$ cat config.mk
export PLATFORM = sky130hd
export DESIGN_NAME = window_addr_scheduler_flat
export DESIGN_NICKNAME = d
export VERILOG_FILES = /design/src/rtl/win_sched_pkg.sv /design/src/rtl/window_addr_scheduler_if.sv /design/src/rtl/win_tag_delay.sv /design/src/rtl/window_addr_scheduler.sv /design/src/flat_wrapper.sv
export SDC_FILE = /design/constraint.sdc
export NUM_CORES = 1
export LEC_CHECK = 0
export ABC_CLOCK_PERIOD_IN_PS = 2050
export BUFFER_PORTS_ARGS = -buffer_cell sky130_fd_sc_hd__buf_4
export CORE_MARGIN = 1.5
export CORE_UTILIZATION = 52
export DETAILED_ROUTE_END_ITERATION = 12
export PLACE_DENSITY = 0.77
export SLEW_MARGIN = 0
export SYNTH_ARGS = -nofsm -noshare
export SYNTH_HDL_FRONTEND = slang
export SYNTH_HIERARCHICAL = 1
export SYNTH_SLANG_ARGS = --single-unit
$ cat constraint.sdc
create_clock -name clk_i -period 2.05 [get_ports clk_i]
set_input_delay 0.205 -clock clk_i [delete_from_list [all_inputs] [get_ports clk_i]]
set_output_delay 0.205 -clock clk_i [all_outputs]
set_load 0.01 [all_outputs]
$ cat src/rtl/win_sched_pkg.sv
// Shared types and elaboration helpers for the window address scheduler.
// WIN_ADDR_SCHED_CLAMP_EN moves the scan origin to row 0.
package win_sched_pkg;

  typedef enum logic [1:0] {
    StIdle,
    StRun,
    StDone
  } sched_state_e;

  typedef struct packed {
    logic [2:0] win_idx;
    logic       win_last;
  } win_tag_t;

  function automatic int unsigned origin_row(int unsigned win_rows);
`ifdef WIN_ADDR_SCHED_CLAMP_EN
    return 0;
`else
    return win_rows - 1;
`endif
  endfunction

  function automatic int unsigned origin_base(int unsigned img_w, int unsigned win_rows);
    return origin_row(win_rows) * img_w;
  endfunction

  function automatic int unsigned frame_size(int unsigned img_w, int unsigned img_h);
    return img_w * img_h;
  endfunction

endpackage

$ cat src/rtl/window_addr_scheduler_if.sv
// Read-address / returning-tag bus between the scheduler (master) and its consumer (slave).
interface window_addr_scheduler_if #(
  parameter int unsigned ADDR_W = 20
);
  logic [ADDR_W-1:0] rd_addr;
  logic              rd_valid;
  logic              rd_ready;
  logic [2:0]        win_idx;
  logic              win_last;
  logic [ADDR_W-1:0] col_pos;
  logic [ADDR_W-1:0] row_pos;
  logic              q_valid;
  logic [2:0]        q_win_idx;
  logic              q_win_last;

  modport master (
    output rd_addr, rd_valid, win_idx, win_last, col_pos, row_pos,
    output q_valid, q_win_idx, q_win_last,
    input  rd_ready
  );

  modport slave (
    input  rd_addr, rd_valid, win_idx, win_last, col_pos, row_pos,
    input  q_valid, q_win_idx, q_win_last,
    output rd_ready
  );
endinterface

$ cat src/rtl/win_tag_delay.sv
// Fixed-latency shift register carrying accepted-beat valid and tap tags
// so they line up with RAM read data.
module win_tag_delay
  import win_sched_pkg::*;
#(
  parameter int unsigned Lat = 1
) (
  input  logic     clk_i,
  input  logic     rst_ni,
  input  logic     valid_i,
  input  win_tag_t tag_i,
  output logic     valid_o,
  output win_tag_t tag_o
);

  logic     [Lat-1:0] valid_q;
  win_tag_t [Lat-1:0] tag_q;

  always_ff @(posedge clk_i or negedge rst_ni) begin
    if (!rst_ni) begin
      valid_q <= '0;
      tag_q   <= '0;
    end else begin
      valid_q[0] <= valid_i;
      tag_q[0]   <= tag_i;
      for (int unsigned i = 1; i < Lat; i++) begin
        valid_q[i] <= valid_q[i-1];
        tag_q[i]   <= tag_q[i-1];
      end
    end
  end

  assign valid_o = valid_q[Lat-1];
  assign tag_o   = tag_q[Lat-1];

endmodule

$ cat src/rtl/window_addr_scheduler.sv
// Raster read-address sequencer emitting WIN_ROWS vertical taps per pixel.
// Define WIN_ADDR_SCHED_CLAMP_EN to scan from row 0 with the top border replicated.
module window_addr_scheduler
  import win_sched_pkg::*;
#(
  parameter int unsigned ADDR_W   = 20,
  parameter int unsigned IMG_W    = 256,
  parameter int unsigned IMG_H    = 256,
  parameter int unsigned WIN_ROWS = 4,
  parameter int unsigned RAM_LAT  = 1
) (
  input  logic                    clk_i,
  input  logic                    rst_ni,
  input  logic                    start_i,
  input  logic                    abort_i,
  window_addr_scheduler_if.master bus,
  output logic                    busy_o,
  output logic                    frame_done_o
);

  localparam logic [ADDR_W-1:0] BaseInit  = ADDR_W'(origin_base(IMG_W, WIN_ROWS));
  localparam logic [ADDR_W-1:0] RowOrigin = ADDR_W'(origin_row(WIN_ROWS));
  localparam logic [ADDR_W-1:0] RowStep   = ADDR_W'(IMG_W);
  localparam logic [ADDR_W-1:0] LastCol   = ADDR_W'(IMG_W - 1);
  localparam logic [ADDR_W-1:0] LastRow   = ADDR_W'(IMG_H - 1);
  localparam logic [2:0]        LastTap   = 3'(WIN_ROWS - 1);

  sched_state_e      state_q, state_d;
  logic [ADDR_W-1:0] base_q, base_d;
  logic [ADDR_W-1:0] addr_q, addr_d;
  logic [2:0]        tap_q, tap_d;
  logic [ADDR_W-1:0] col_q, col_d;
  logic [ADDR_W-1:0] row_q, row_d;

  logic     running;
  logic     beat;
  logic     last_tap;
  win_tag_t tag_in;
  win_tag_t q_tag;

  assign running  = (state_q == StRun);
  assign beat     = running & bus.rd_ready;
  assign last_tap = (tap_q == LastTap);

  always_comb begin
    state_d = state_q;
    base_d  = base_q;
    addr_d  = addr_q;
    tap_d   = tap_q;
    col_d   = col_q;
    row_d   = row_q;
    case (state_q)
      StIdle: begin
        if (start_i) begin
          state_d = StRun;
          base_d  = BaseInit;
          addr_d  = BaseInit;
          tap_d   = '0;
          col_d   = '0;
          row_d   = RowOrigin;
        end
      end
      StRun: begin
        if (beat) begin
          if (last_tap) begin
            if (col_q == LastCol && row_q == LastRow) begin
              state_d = StDone;
            end else begin
              // Raster is contiguous, so the next pixel base is always +1.
              base_d = base_q + 1'b1;
              addr_d = base_q + 1'b1;
              tap_d  = '0;
              if (col_q == LastCol) begin
                col_d = '0;
                row_d = row_q + 1'b1;
              end else begin
                col_d = col_q + 1'b1;
              end
            end
          end else begin
            tap_d = tap_q + 3'd1;
`ifdef WIN_ADDR_SCHED_CLAMP_EN
            addr_d = (ADDR_W'(tap_d) > row_q) ? col_q : addr_q - RowStep;
`else
            addr_d = addr_q - RowStep;
`endif
          end
        end
      end
      StDone:  state_d = StIdle;
      default: state_d = StIdle;
    endcase
    if (abort_i) begin
      state_d = StIdle;
    end
  end

  always_ff @(posedge clk_i or negedge rst_ni) begin
    if (!rst_ni) begin
      state_q <= StIdle;
      base_q  <= '0;
      addr_q  <= '0;
      tap_q   <= '0;
      col_q   <= '0;
      row_q   <= '0;
    end else begin
      state_q <= state_d;
      base_q  <= base_d;
      addr_q  <= addr_d;
      tap_q   <= tap_d;
      col_q   <= col_d;
      row_q   <= row_d;
    end
  end

  assign tag_in.win_idx  = tap_q;
  assign tag_in.win_last = last_tap;

  win_tag_delay #(
    .Lat (RAM_LAT)
  ) u_tag_delay (
    .clk_i   (clk_i),
    .rst_ni  (rst_ni),
    .valid_i (beat),
    .tag_i   (tag_in),
    .valid_o (bus.q_valid),
    .tag_o   (q_tag)
  );

  assign bus.rd_addr    = addr_q;
  assign bus.rd_valid   = running;
  assign bus.win_idx    = tap_q;
  assign bus.win_last   = last_tap;
  assign bus.col_pos    = col_q;
  assign bus.row_pos    = row_q;
  assign bus.q_win_idx  = q_tag.win_idx;
  assign bus.q_win_last = q_tag.win_last;
  assign busy_o         = running;
  assign frame_done_o   = (state_q == StDone);

endmodule

$ cat src/flat_wrapper.sv
// flat-port wrapper written by rule: the top's interface ports become plain ports
module window_addr_scheduler_flat import win_sched_pkg::*;
#(
  parameter int unsigned ADDR_W   = 20,
  parameter int unsigned IMG_W    = 256,
  parameter int unsigned IMG_H    = 256,
  parameter int unsigned WIN_ROWS = 4,
  parameter int unsigned RAM_LAT  = 1
)
  (clk_i, rst_ni, start_i, abort_i, busy_o, frame_done_o, bus_rd_addr, bus_rd_valid, bus_win_idx, bus_win_last, bus_col_pos, bus_row_pos, bus_q_valid, bus_q_win_idx, bus_q_win_last, bus_rd_ready);
  window_addr_scheduler_if #(.ADDR_W(ADDR_W)) bus_i ();
  input  logic clk_i;
  input  logic rst_ni;
  input  logic start_i;
  input  logic abort_i;
  output logic busy_o;
  output logic frame_done_o;
  output wire logic [$bits(bus_i.rd_addr)-1:0] bus_rd_addr;
  output wire logic [$bits(bus_i.rd_valid)-1:0] bus_rd_valid;
  output wire logic [$bits(bus_i.win_idx)-1:0] bus_win_idx;
  output wire logic [$bits(bus_i.win_last)-1:0] bus_win_last;
  output wire logic [$bits(bus_i.col_pos)-1:0] bus_col_pos;
  output wire logic [$bits(bus_i.row_pos)-1:0] bus_row_pos;
  output wire logic [$bits(bus_i.q_valid)-1:0] bus_q_valid;
  output wire logic [$bits(bus_i.q_win_idx)-1:0] bus_q_win_idx;
  output wire logic [$bits(bus_i.q_win_last)-1:0] bus_q_win_last;
  input wire logic [$bits(bus_i.rd_ready)-1:0] bus_rd_ready;
  assign bus_rd_addr = bus_i.rd_addr;
  assign bus_rd_valid = bus_i.rd_valid;
  assign bus_win_idx = bus_i.win_idx;
  assign bus_win_last = bus_i.win_last;
  assign bus_col_pos = bus_i.col_pos;
  assign bus_row_pos = bus_i.row_pos;
  assign bus_q_valid = bus_i.q_valid;
  assign bus_q_win_idx = bus_i.q_win_idx;
  assign bus_q_win_last = bus_i.q_win_last;
  assign bus_i.rd_ready = bus_rd_ready;
  window_addr_scheduler #(.ADDR_W(ADDR_W), .IMG_W(IMG_W), .IMG_H(IMG_H), .WIN_ROWS(WIN_ROWS), .RAM_LAT(RAM_LAT)) u_core (.clk_i(clk_i), .rst_ni(rst_ni), .start_i(start_i), .abort_i(abort_i), .bus(bus_i), .busy_o(busy_o), .frame_done_o(frame_done_o));
endmodule
Word-level counts from Yosys, hierarchy flattened
Index checks and enable logic that the tools add are counted.
{ "classes": {"eq_ne": 15, "addsub": 5, "reduce_logical": 7, "mux": 31, "n_bitwise": 1} }
{ "op_table": {"columns": ["cell", "n"], "rows": [
  ["two-way mux 20 bit", 16],
  ["one-hot mux 20 bit (2 select lines)", 4],
  ["adder 20 x 1 -> 20 bit, second input constant", 3],
  ["== test 20 x 8 -> 1 bit, second input constant", 2],
  ["subtractor 20 x 9 -> 20 bit, second input constant", 1],
  ["inequality test 3 bit, second input constant", 5],
  ["two-way mux 3 bit", 4],
  ["two-way mux 2 bit", 5],
  ["inequality test 2 bit, second input constant", 5],
  ["AND reduction 4 bit", 2],
  ["one-hot mux 3 bit (2 select lines)", 1],
  ["AND reduction 6 bit", 1],
  ["AND reduction 5 bit", 1],
  ["one-hot mux 2 bit (2 select lines)", 1],
  ["adder 3 x 1 -> 3 bit, second input constant", 1],
  ["== test 3 x 2 -> 1 bit, second input constant", 1],
  ["== test 2 x 1 -> 1 bit, second input constant", 1],
  ["== test 2 bit, second input constant", 1],
  ["logical NOT 2 bit", 1],
  ["nonzero test 2 bit", 1],
  ["AND 1 bit", 1],
  ["logical AND 1 bit", 1]
]} }
{ "word_totals": {"reg_bits": 90, "out_inout_bits": 72, "inputBits": 5} }

Logic depth before layout (Yosys ltp)
{ "logic_depth": {"depth_word": 7, "mapped_depth": 10} }

Cells and area by module
The synthesis kept the hierarchy.
{ "by_module_without_submodules": {"columns": ["mod", "area_per_inst_um2", "instances", "cells_each", "seq_area_each_um2"], "rows": [
  ["window_addr_scheduler", 4843.4, 1, 540, 2127.0],
  ["win_tag_delay", 125.1, 1, 5, 125.1]
]} }

Worst setup path before layout
OpenSTA, ideal clock, no wires.
{ "synth_path": {"kind": "reg2reg", "start": "register u_core.row_q[8] (netlist: u_core/bus.row_pos[8])", "end": "register u_core.addr_q[17] (netlist: u_core/bus.rd_addr[17])", "setup_slack_ns": -0.134, "t_arrival_ns": 2.063, "n_path_buf": 2, "stages_incl_launch_ff": 8, "path_cell_list": "dfrtp_1 -> or4_4 -> nor3_4 -> and4_1 -> buf_6 -> a31oi_4 -> buf_6 -> a22o_1"} }
{ "synth_via": {"elab_chain_len": 4} }
{ "synth_lines": {"columns": ["item", "line_no", "source"], "rows": [
  ["start, declared", "window_addr_scheduler.sv:33", "logic [ADDR_W-1:0] row_q, row_d;"],
  ["start signal, assigned", "window_addr_scheduler.sv:112", "row_q <= row_d;"],
  ["== test 20 x 8 -> 1 bit", "window_addr_scheduler.sv:66", "if (col_q == LastCol && row_q == LastRow) begin"],
  ["logical AND 1 bit", "window_addr_scheduler.sv:66", null],
  ["inequality test 3 bit (no source line)", null, null],
  ["AND reduction 4 bit (no source line)", null, null],
  ["end signal, assigned", "window_addr_scheduler.sv:109", "addr_q <= addr_d;"],
  ["end, declared", "window_addr_scheduler.sv:30", "logic [ADDR_W-1:0] addr_q, addr_d;"]
]} }
Every way passes these cells.
A chain may end at the register's enable or synchronous reset.

Final worst setup path
{ "layout_path": {"start": "register u_core.row_q[9] (netlist: u_core/bus.row_pos[9])", "end": "register u_core.base_q[14]"} }
{ "layout_via": {"elab_chain_len": 4} }
{ "layout_lines": {"columns": ["item", "line_no", "source"], "rows": [
  ["== test 20 x 8 -> 1 bit", "window_addr_scheduler.sv:66", null],
  ["logical AND 1 bit", "window_addr_scheduler.sv:66", null],
  ["inequality test 2 bit (no source line)", null, null],
  ["AND reduction 5 bit (no source line)", null, null],
  ["end signal, assigned", "window_addr_scheduler.sv:108", "base_q <= base_d;"],
  ["end, declared", "window_addr_scheduler.sv:29", "logic [ADDR_W-1:0] base_q, base_d;"]
]} }
Every way passes these cells.

==> impl_metrics.json <==
{
  "status": "finished, violations left",
  "violations": "setup timing",
  "seq_area_frac_synth_pct": 45.3,
  "grt_pass1_wl_um": 24800,
  "fin_area_mm2": 0.00730,
  "multi_input_area_mm2": 0.00298,
  "via_per_inst": 6.14,
  "die_y_um": 101,
  "tns_ns": -4.74,
  "cpMostUsedCell": "buf_6",
  "core_mm2": 0.00924,
  "maxCapViolCount": 0,
  "hp-class": "in -> reg",
  "dp_hpwl_um": 9940,
  "required_ns": 2.32,
  "vias": 5301,
  "placed_cell_area_mm2": 0.00636,
  "seq_area_mm2": 0.00225,
  "htreeDepth": 3,
  "synth_edf_count": 0,
  "firstDrtPassIters": 5,
  "cp-start-kind": "flop",
  "path_class": "reg -> reg",
  "grt_start_max_net_pins": 43,
  "cts.sinks": 90,
  "hold_violations": 0,
  "cts_buffers": 9,
  "tightestPinTransition_ns": 0.433,
  "synthFlopType": "dfrtp_1",
  "maxSlewViolCount": 0,
  "die_w_um": 101,
  "synthDistinctLibCells": 55,
  "slowest_delay_ns": 0.55,
  "reg2reg_slack_ns": -0.16,
  "drt-total-wl_um": 16100,
  "leakagePower_nw": 3.43,
  "power_density_mw_per_mm2": 568,
  "start_util_pct": 53.8,
  "crit_path_top_delay_cell": "or4_4",
  "drt_iter0_markers": 307,
  "clk_latency_ns": 0.36,
  "port_buffers": 76,
  "grt_pass1_vias": 5124,
  "ys_seq_elements": 90,
  "path_depth": 9,
  "synthCells": 545,
  "io_pins": 77,
  "drive_gt1_share_pct": 42.0,
  "ant_nets": 0,
  "setup-violations-final": 60,
  "fin_crit_sh_pct": 108,
  "total_power_mw": 4.15,
  "nets": 739,
  "arrival_ns": 2.47,
  "fp.dieArea_mm2": 0.0102,
  "fillers": 578,
  "layout_common_cells": "buf_4 (176), dfrtp_1 (89), nand2_1 (52)",
  "grt_usage_pct": 31.0,
  "path_delay_family": "simple AND/OR/NAND/NOR gates",
  "rsz0062_at_grt": "yes",
  "ir_drop_v": 0.000394,
  "worst_slack_ns": -0.157,
  "clk_pin_slew_ns": 0.09,
  "finalCriticalPeriod_ns": 2.21,
  "synth.cell_area_mm2": 0.00497,
  "mostFrequentLayoutCell": "buf_4",
  "route.detailed.drc": 0,
  "cts_tree": "done",
  "reg2reg_depth": 9,
  "crit_chain": "or4_4 -> nor3_4 -> buf_6 -> nand4_4 -> o21ai_4 -> buf_6 -> buf_12 -> o21ai_2 -> o21ai_1",
  "clock.fmax_mhz": 453,
  "antenna_found_initial": 0,
  "postSynth.asyncResetShare_pct": 100,
  "worstSetupEndpointType": "flop",
  "ys_warn_count": 6,
  "cp_max_fo": 8,
  "wl_per_cell_um": 18.7,
  "place_congestion": 0.889,
  "root_buffer": "clkbuf_8",
  "synthToLayoutAreaGrowth_pct": 47.0,
  "slew_headroom_pct": 71.1,
  "whs_path_depth": 2,
  "overflow": 0,
  "syn-num-nets": 555,
  "critPathBufInv": 3,
  "avgSynthCellArea_um2": 9.12,
  "clockBufferDepth": 2,
  "fin_skew_ns": 0.0103,
  "row_count": 35,
  "insertedDiodeCount": 0
}
where the power goes:
group	leakage (nW)	switching, mW	total (mW)	internal [mW]
registers	1.22	0.0606	1.90	1.84
clock network	0.114	0.648	1.46	0.810
logic	2.09	0.439	0.787	0.348
cell usage after synthesis (4+ instances only):
library cell | n | area (µm²)
a21oi_1 | 10 | 50.1
o21ai_2 | 9 | 78.8
or3_1 | 6 | 37.5
buf_4 | 4 | 30.0
a21o_1 | 4 | 30.0
and4_1 | 4 | 35.0
and2_1 | 6 | 37.5
a22o_1 | 10 | 87.6
a31oi_1 | 8 | 50.1
nand3_1 | 31 | 155
and3_1 | 18 | 113
nor2_1 | 46 | 173
nand2_1 | 64 | 240
nor3_1 | 17 | 85.1
ha_1 | 5 | 62.6
xor2_1 | 23 | 201
nand2b_1 | 6 | 37.5
dfrtp_1 | 90 | 2250
inv_1 | 9 | 33.8
o31ai_1 | 18 | 135
buf_2 | 8 | 40.0
nand4b_1 | 4 | 35.0
nor2b_1 | 4 | 25.0
xnor2_1 | 10 | 87.6
or4_1 | 6 | 45.0
clkbuf_1 | 8 | 30.0
o21ai_0 | 36 | 180
o21ai_1 | 23 | 115
nor4_1 | 6 | 37.5
nand4_1 | 13 | 81.3
registers in the layout, summed over array words and instances (netlist names):
name and flops:
u_core/base_q 20, u_core/bus.col_pos 20, u_core/bus.rd_addr 20, u_core/bus.row_pos 20
u_core/bus.win_idx 3, u_core/state_q 2, u_core/u_tag_delay/tag_o 4, u_core/u_tag_delay/valid_o 1
kinds of logic (layout without fill, tap and decap cells):
group	count (synthesis)	after routing	share of synthesized area [%]
multiplexers	4	4	0.831
buffers and inverters	33	222	3.45
AO/OA/AOI/OAI	138	138	18.4
adder cells (fa/ha/maj)	5	5	1.26
XOR/XNOR	33	33	5.82
flip-flops	90	90	45.3
AND/OR/NAND/NOR	242	242	25.0
routing by layer:
| metal | vias to the layer above | GRT usage, % | part of all wire [%] |
|---|---|---|---|
| met3 | 43 | 3.47 | 6.5 |
| met5 | - | 0 | 0 |
| met1 | 2589 | 39.8 | 39 |
| met4 | 0 | 10.7 | 2.6 |
| li1 | 2376 | - | - |
| met2 | 293 | 54.4 | 52 |
worst reg2reg max path, stage by stage (launching register included):
cell	delay [ns]
dfrtp_1	0.41
or4_4	0.55
nor3_4	0.26
buf_6	0.14
nand4_4	0.10
o21ai_4	0.20
buf_6	0.17
buf_12	0.15
o21ai_2	0.06
o21ai_1	0.11
metrics by stage:
stage                     setup slack (ns)  instances  hold slack [ns]  util, %
after CTS                          -0.0610        852           0.0235     75.6
final                               -0.157        863           0.0341     79.0
after floorplan                    -0.0986        545          -0.0906        -
after global placement             -0.0615        825            0.170     68.9
after detailed placement            -0.128        825            0.173     68.9
after global routing                -0.241        863           0.0289     79.0
worst paths after layout:
kind                                               endpoint                   from
worst max-delay path                      u_core/base_q[14]  u_core/bus.row_pos[9]
worst max register to register            u_core/base_q[14]  u_core/bus.row_pos[9]
max in group asynchronous             u_core/bus.row_pos[7]                 rst_ni
worst min register to register  u_core/u_tag_delay/tag_o[3]  u_core/bus.win_idx[2]
worst min-delay path                      u_core/state_q[0]                abort_i
min in group asynchronous                 u_core/base_q[16]                 rst_ni
what timing repair did:
item	in CTS	in global routing
gates cloned	4	1
endpoints found under the hold margin	29	0
buffers inserted	7	10
hold buffers	1	0
resized for setup	76	52
pin swaps	23	20
endpoints found under the setup margin	66	84
final cells by class:
class	instances	share of cell area, %
timing repair buffer	197	22.4
sequential	90	30.9
inverter	9	0.514
clock inverter	5	1.40
tap	129	2.21
clock buffer	11	1.80
multi-input combinational	422	40.8
Power figures use the tool's default switching activity.
